<file path="src/rtl/spi_pkg.sv">
// Shared definitions for the SPI serial-clock generator: state encoding,
// SPI mode constants, default widths and the per-edge strobe decode.
package spi_pkg;

    localparam int DIV_W_DEF = 8;
    localparam int CNT_W_DEF = 5;

    typedef enum logic [1:0] {
        ST_IDLE  = 2'd0,
        ST_RUN   = 2'd1,
        ST_GUARD = 2'd2
    } sck_state_t;

    // Mode number encodes {cpol, cpha}
    localparam logic [1:0] SPI_MODE0 = 2'b00;
    localparam logic [1:0] SPI_MODE1 = 2'b01;
    localparam logic [1:0] SPI_MODE2 = 2'b10;
    localparam logic [1:0] SPI_MODE3 = 2'b11;

    // Returns {sample, shift} for one SCK edge.
    function automatic logic [1:0] edge_strobes(input logic cpha,
                                                input logic leading,
                                                input logic last);
        logic [1:0] strb;
        if (!cpha)
            strb = {leading, ~leading & ~last};
        else
            strb = {~leading, leading};
        return strb;
    endfunction

endpackage

</file>
<file path="src/rtl/sckgen_div.sv">
// Half-period counter: counts 0..limit while run is high and flags the
// terminal count combinationally so the caller can act on the same edge.
module sckgen_div
    import spi_pkg::*;
#(
    parameter int DIV_W = DIV_W_DEF
) (
    input  logic             clk,
    input  logic             rst,
    input  logic             load,
    input  logic             run,
    input  logic [DIV_W-1:0] limit,
    output logic             tc
);

    logic [DIV_W-1:0] cnt;

    assign tc = run && (cnt == limit);

    always_ff @(posedge clk) begin
        if (rst || load)
            cnt <= '0;
        else if (run)
            cnt <= tc ? '0 : cnt + DIV_W'(1);
    end

endmodule

</file>
<file path="src/rtl/sckgen_mode.sv">
// SPI serial-clock generator: framed SCK bursts with programmable divider,
// all four CPOL/CPHA modes, edge strobes and shift-register sample/shift strobes.
module sckgen_mode
    import spi_pkg::*;
#(
    parameter int DIV_W = DIV_W_DEF,
    parameter int CNT_W = CNT_W_DEF
) (
    input  logic             i_sysclk,
    input  logic             i_sysrst,
    input  logic             i_en,
    input  logic [DIV_W-1:0] i_baudrate,
    input  logic             i_cpol,
    input  logic             i_cpha,
    input  logic [CNT_W-1:0] i_nbits,
    input  logic             i_start,
    output logic             o_busy,
    output logic             o_sck,
    output logic             o_sck_rise,
    output logic             o_sck_fall,
    output logic             o_sample,
    output logic             o_shift,
    output logic             o_done
);

    sck_state_t       state;
    logic [DIV_W-1:0] baud_q;
    logic [CNT_W-1:0] nbits_q;
    logic             cpol_q;
    logic             cpha_q;
    logic [CNT_W:0]   edge_cnt;
    logic             tc;
    logic             accept;
    logic             leading;
    logic             last_edge;
    logic [1:0]       strb;

    assign accept    = i_start && i_en && (i_nbits != '0);
    // Even edge indices move SCK away from CPOL (leading), odd ones return it
    assign leading   = ~edge_cnt[0];
    assign last_edge = (edge_cnt == ({nbits_q, 1'b0} - (CNT_W+1)'(1)));
    assign strb      = edge_strobes(cpha_q, leading, last_edge);

    sckgen_div #(
        .DIV_W (DIV_W)
    ) u_div (
        .clk   (i_sysclk),
        .rst   (i_sysrst),
        .load  (state == ST_IDLE),
        .run   ((state != ST_IDLE) && i_en),
        .limit (baud_q),
        .tc    (tc)
    );

    // Frame parameters are data: captured at accept, never reset
    always_ff @(posedge i_sysclk) begin
        if (state == ST_IDLE && accept) begin
            baud_q  <= i_baudrate;
            nbits_q <= i_nbits;
            cpol_q  <= i_cpol;
            cpha_q  <= i_cpha;
        end
    end

    always_ff @(posedge i_sysclk) begin
        if (i_sysrst) begin
            state      <= ST_IDLE;
            o_sck      <= 1'b0;
            o_busy     <= 1'b0;
            o_sck_rise <= 1'b0;
            o_sck_fall <= 1'b0;
            o_sample   <= 1'b0;
            o_shift    <= 1'b0;
            o_done     <= 1'b0;
            edge_cnt   <= '0;
        end else begin
            o_sck_rise <= 1'b0;
            o_sck_fall <= 1'b0;
            o_sample   <= 1'b0;
            o_shift    <= 1'b0;
            o_done     <= 1'b0;
            case (state)
                ST_IDLE: begin
                    o_sck  <= i_cpol;
                    o_busy <= 1'b0;
                    if (accept) begin
                        state    <= ST_RUN;
                        o_busy   <= 1'b1;
                        edge_cnt <= '0;
                    end
                end
                ST_RUN: begin
                    if (!i_en) begin
                        state  <= ST_IDLE;
                        o_sck  <= cpol_q;
                        o_busy <= 1'b0;
                    end else if (tc) begin
                        o_sck      <= ~o_sck;
                        o_sck_rise <= ~o_sck;
                        o_sck_fall <= o_sck;
                        o_sample   <= strb[1];
                        o_shift    <= strb[0];
                        edge_cnt   <= edge_cnt + (CNT_W+1)'(1);
                        if (last_edge)
                            state <= ST_GUARD;
                    end
                end
                ST_GUARD: begin
                    if (!i_en) begin
                        state  <= ST_IDLE;
                        o_sck  <= cpol_q;
                        o_busy <= 1'b0;
                    end else if (tc) begin
                        state  <= ST_IDLE;
                        o_busy <= 1'b0;
                        o_done <= 1'b1;
                    end
                end
                default: begin
                    state  <= ST_IDLE;
                    o_busy <= 1'b0;
                end
            endcase
        end
    end

endmodule

</file>
<file path="config.mk">
export PLATFORM = sky130hd
export DESIGN_NAME = sckgen_mode
export DESIGN_NICKNAME = d
export VERILOG_FILES = /design/src/rtl/spi_pkg.sv /design/src/rtl/sckgen_div.sv /design/src/rtl/sckgen_mode.sv
export SDC_FILE = /design/constraint.sdc
export NUM_CORES = 1
export LEC_CHECK = 0
export ABC_AREA = 1
export ABC_CLOCK_PERIOD_IN_PS = 4900
export BUFFER_PORTS_ARGS = -buffer_cell sky130_fd_sc_hd__buf_2
export CAP_MARGIN = 30
export CORE_AREA = 5 5 63 79
export DETAILED_ROUTE_END_ITERATION = 12
export DIE_AREA = 0 0 68 84
export PLACE_DENSITY_LB_ADDON = 0.1
export SLEW_MARGIN = 0
export SYNTH_ARGS = -nofsm -noshare
export SYNTH_HDL_FRONTEND = slang
export SYNTH_HIERARCHICAL = 1
export SYNTH_SLANG_ARGS = --single-unit
</file>
<file path="constraint.sdc">
create_clock -name i_sysclk -period 4.9 [get_ports i_sysclk]
set_input_delay 1.47 -clock i_sysclk [delete_from_list [all_inputs] [get_ports i_sysclk]]
set_output_delay 1.47 -clock i_sysclk [all_outputs]
set_load 0.05 [all_outputs]
</file>
==> run_results.csv <==
group,metric,value,unit
setup_path,required,5.08,ns
setup_path,cp_top_family,"simple AND/OR/NAND/NOR gates",
detailed_routing,totalWireLength,3.99,mm
synthesis,synthArstFlopShare,0,
setup_path,path_buf_inv,4,
final_layout,num_antenna_cells,0,
setup_path,ff2ff_setup_slack,2.66,ns
grt,grt-ovfl-total,0,
clocking,cts_root_buf,"clkbuf_8",
run,drv_cap,0,
setup_path,cp.depth,12,
detailed_routing,ant_nets,0,
floorplan,die_width,68,um
synthesis,syn_area,0.00200,sq mm
synthesis,synth_edf_count,15,
grt,grt_usage,0.154,
final_layout,fin_area,0.00229,sq mm
place,placed_cells,351,
min_path,worstHoldPathCells,2,
floorplan,start_util,0.474,
detailed_routing,drt_pass1_iterations,4,
setup_path,end_kind,"register",
clocking,cts.sinks,38,
timing,setup_slack,2.08,ns
timing,period_minus_slack,2.82,ns
timing,tightest_slew,0.635,ns
synthesis,synthTopCellsByArea,"dfxtp_1, edfxtp_1, nand2_1",
detailed_routing,viasPerCell,4.73,
setup_path,slowest_stage,"nor2_1",
timing,setup_tns,0,ns
setup_path,setup.worst_path.start_class,"input pin",
detailed_routing,drc_errors,0,
floorplan,coreArea,0.00422,sq mm
final_layout,fillCellCount,424,
detailed_routing,vias,1697,
clocking,path_clk_slew,0.07,ns
clocking,post_cts_buffers,0,
timing,rsz0062_at_grt,"false",
floorplan,design.die.area,0.00571,sq mm
final_layout,nets,326,
synthesis,synth_top_area_frac,0.230,
final_layout,area_delta_synth_final,14.3,%
synthesis,ys_types,29,
min_path,hold_class,"register to register",
setup_path,slowest_delay,0.23,ns
place,dpl_cell_area,0.00221,sq mm
setup_path,endpoint,"edge_cnt[3]$_SDFFE_PP0P_",
synthesis,ys_ff_latch,38,
setup_path,critPathKind,"input pin to register",
place,gp_congestion,0.824,
place,numPortBuffers,25,
clocking,clock_latency,0.29,ns
timing,timing.fmax,354,MHz
synthesis,seq_area_frac_synth,0.455,
place,place_worst_setup_slack,1.78,ns
floorplan,io_pins,26,
power_and_ir_drop,power_leakage,1.05,nW
synthesis,syn_area_per_cell,7.50,sq um
synthesis,synth_most_common_cell,"nand2_1",
setup_path,critPathMaxFanout,9,
power_and_ir_drop,ir_drop,218,uV
clocking,htreeDepth,2,
timing,hold_viol_final,0,
clocking,cts_tree,"done",
setup_path,worst-r2r-cell-count,12,
setup_path,crit_top_cell,"inv_1",
clocking,post_cts_resize_count,0,
timing,relSlewSlack,0.575,
detailed_routing,wl_per_cell,11.1,um
synthesis,postSynthCellCount,267,
setup_path,arrival,3.00,ns
synthesis,synthesis.nets,293,
detailed_routing,drt_first_iter_violations,81,
setup_path,crit_start,"i_en",
synthesis,synthTopCellsByCount,"nand2_1, inv_1, nor2_1",
timing,slew_viol_final,0,
place,post-dp-hpwl,3.03,mm
final_layout,final_cells,359,
grt,grt_pass1_wl,6.78,mm
timing,fin_crit_sh,0.576,
clocking,clk_path_buf_depth,2,
grt,antenna_found_initial,0,
clocking,cts_made_buffers,5,
outcome,outcome,"complete, no violations",
clocking,cts_hold_buf,0,
final_layout,drive_above_1_share,0.153,
synthesis,yosysWarnings,6,
setup_path,path_cells,"buf_2 -> inv_1 -> nor2_1 -> nand3_1 -> nor2_1 -> nand3_1 -> inv_1 -> inv_1 -> o22ai_2 -> nand2_4 -> o21ai_2 -> nor3b_2",
synthesis,synth_top_flop_cell,"dfxtp_1",
timing,holdWs,0.491,ns
floorplan,fp.dieH,84,um
grt,grt_max_degree,12,
power_and_ir_drop,p_per_area,393,mW/mm^2
timing,finalSetupViolations,0,
grt,grt_pass1_vias,1633,
timing,clock_skew,0.00352,ns
setup_path,rr_startpoint,"state[0]$_SDFFE_PP0P_",
setup_path,reg2reg_to,"edge_cnt[3]$_SDFFE_PP0P_",
floorplan,row_count,27,
synthesis,yosysTopAreaCell,"dfxtp_1",
## cell families (layout without fill, tap and decap cells)
logic type,count (synthesis),in the layout,synth area share
flip-flops,38,38,0.455
AND/OR/NAND/NOR,143,143,0.308
buffers and inverters,45,79,0.0843
adder cells (fa/ha/maj),7,7,0.0437
AO/OA/AOI/OAI,28,28,0.0831
XOR/XNOR,6,6,0.0262
## registers in the layout, indices dropped and copies added, names as in the netlist, 2 cells and up
name	flops
edge_cnt	6
baud_q	8
state	2
u_div/cnt	8
nbits_q	5
## where the power goes
part           switching [W]  internal (W)  leakage, nW
sequential         0.0000286      0.000368        0.325
combinational       0.000200     0.0000974        0.685
clock               0.000110     0.0000979       0.0426
total               0.000338      0.000563         1.05
## layout by cell type (no fill, tap or decap)
cell type and instances:
a21oi_1 12, a21oi_2 1, a31o_2 1, a31oi_1 1, and3_1 1, buf_2 25
buf_4 1, clkbuf_1 1, clkbuf_8 5, clkinv_1 1, clkinv_2 1, dfxtp_1 23
edfxtp_1 15, ha_1 7, inv_1 43, inv_2 2, nand2_1 73, nand2_2 3
nand2_4 1, nand3_1 15, nand3b_1 2, nand4_1 2, nor2_1 39, nor2_2 2
nor3_1 2, nor3_4 1, nor3b_2 1, o2111ai_1 1, o211ai_1 1, o21ai_0 8
o21ai_1 1, o21ai_2 1, o22ai_2 1, or2_0 1, xor2_1 6
## per-stage QoR
step	total power (W)	utilization
finish	0.000901	0.542
global route	0.000967	0.542
CTS	0.000908	0.542
detailed placement	0.000700	0.523
global placement	0.000700	0.523
floorplan	0.000627	-
## worst min path at each step
stage / slack [ns] / startpoint / end
5_1_grt: 0.54 / o_sck$_SDFFE_PP0P_ / o_sck_fall$_SDFF_PP0_
3_5_place_dp: 0.49 / o_sck$_SDFFE_PP0P_ / o_sck_fall$_SDFF_PP0_
6_report: 0.49 / o_sck$_SDFFE_PP0P_ / o_sck_fall$_SDFF_PP0_
2_1_floorplan: 0.47 / u_div/cnt[5]$_SDFFE_PP0P_ / u_div/cnt[5]$_SDFFE_PP0P_
3_3_place_gp: 0.48 / o_sck$_SDFFE_PP0P_ / o_sck_fall$_SDFF_PP0_
4_1_cts: 0.50 / o_sck$_SDFFE_PP0P_ / o_sck_fall$_SDFF_PP0_
## metal layers
metal | global-route usage | part of all wire | vias up
li1 | - | - | 903
met1 | 0.182 | 0.44 | 757
met2 | 0.261 | 0.51 | 30
met3 | 0.0364 | 0.035 | 7
met4 | 0.0597 | 0.019 | 0
met5 | 0 | 0 | -
## area by class of cell
type | count | area, sq um | area share
clock inverters | 2 | 8.76 | 0.00383
flip-flops and latches | 38 | 911 | 0.398
well taps | 58 | 72.6 | 0.0317
multi-input cells | 184 | 923 | 0.403
repair buffers | 26 | 133 | 0.0579
clock buffers | 6 | 72.6 | 0.0317
inverters | 45 | 169 | 0.0738
## tightest hold or removal path: stages (launching register included)
cell and delay [ns]:
dfxtp_1 0.35, inv_1 0.06, nor2_1 0.04
Power figures use the tool's default switching activity.
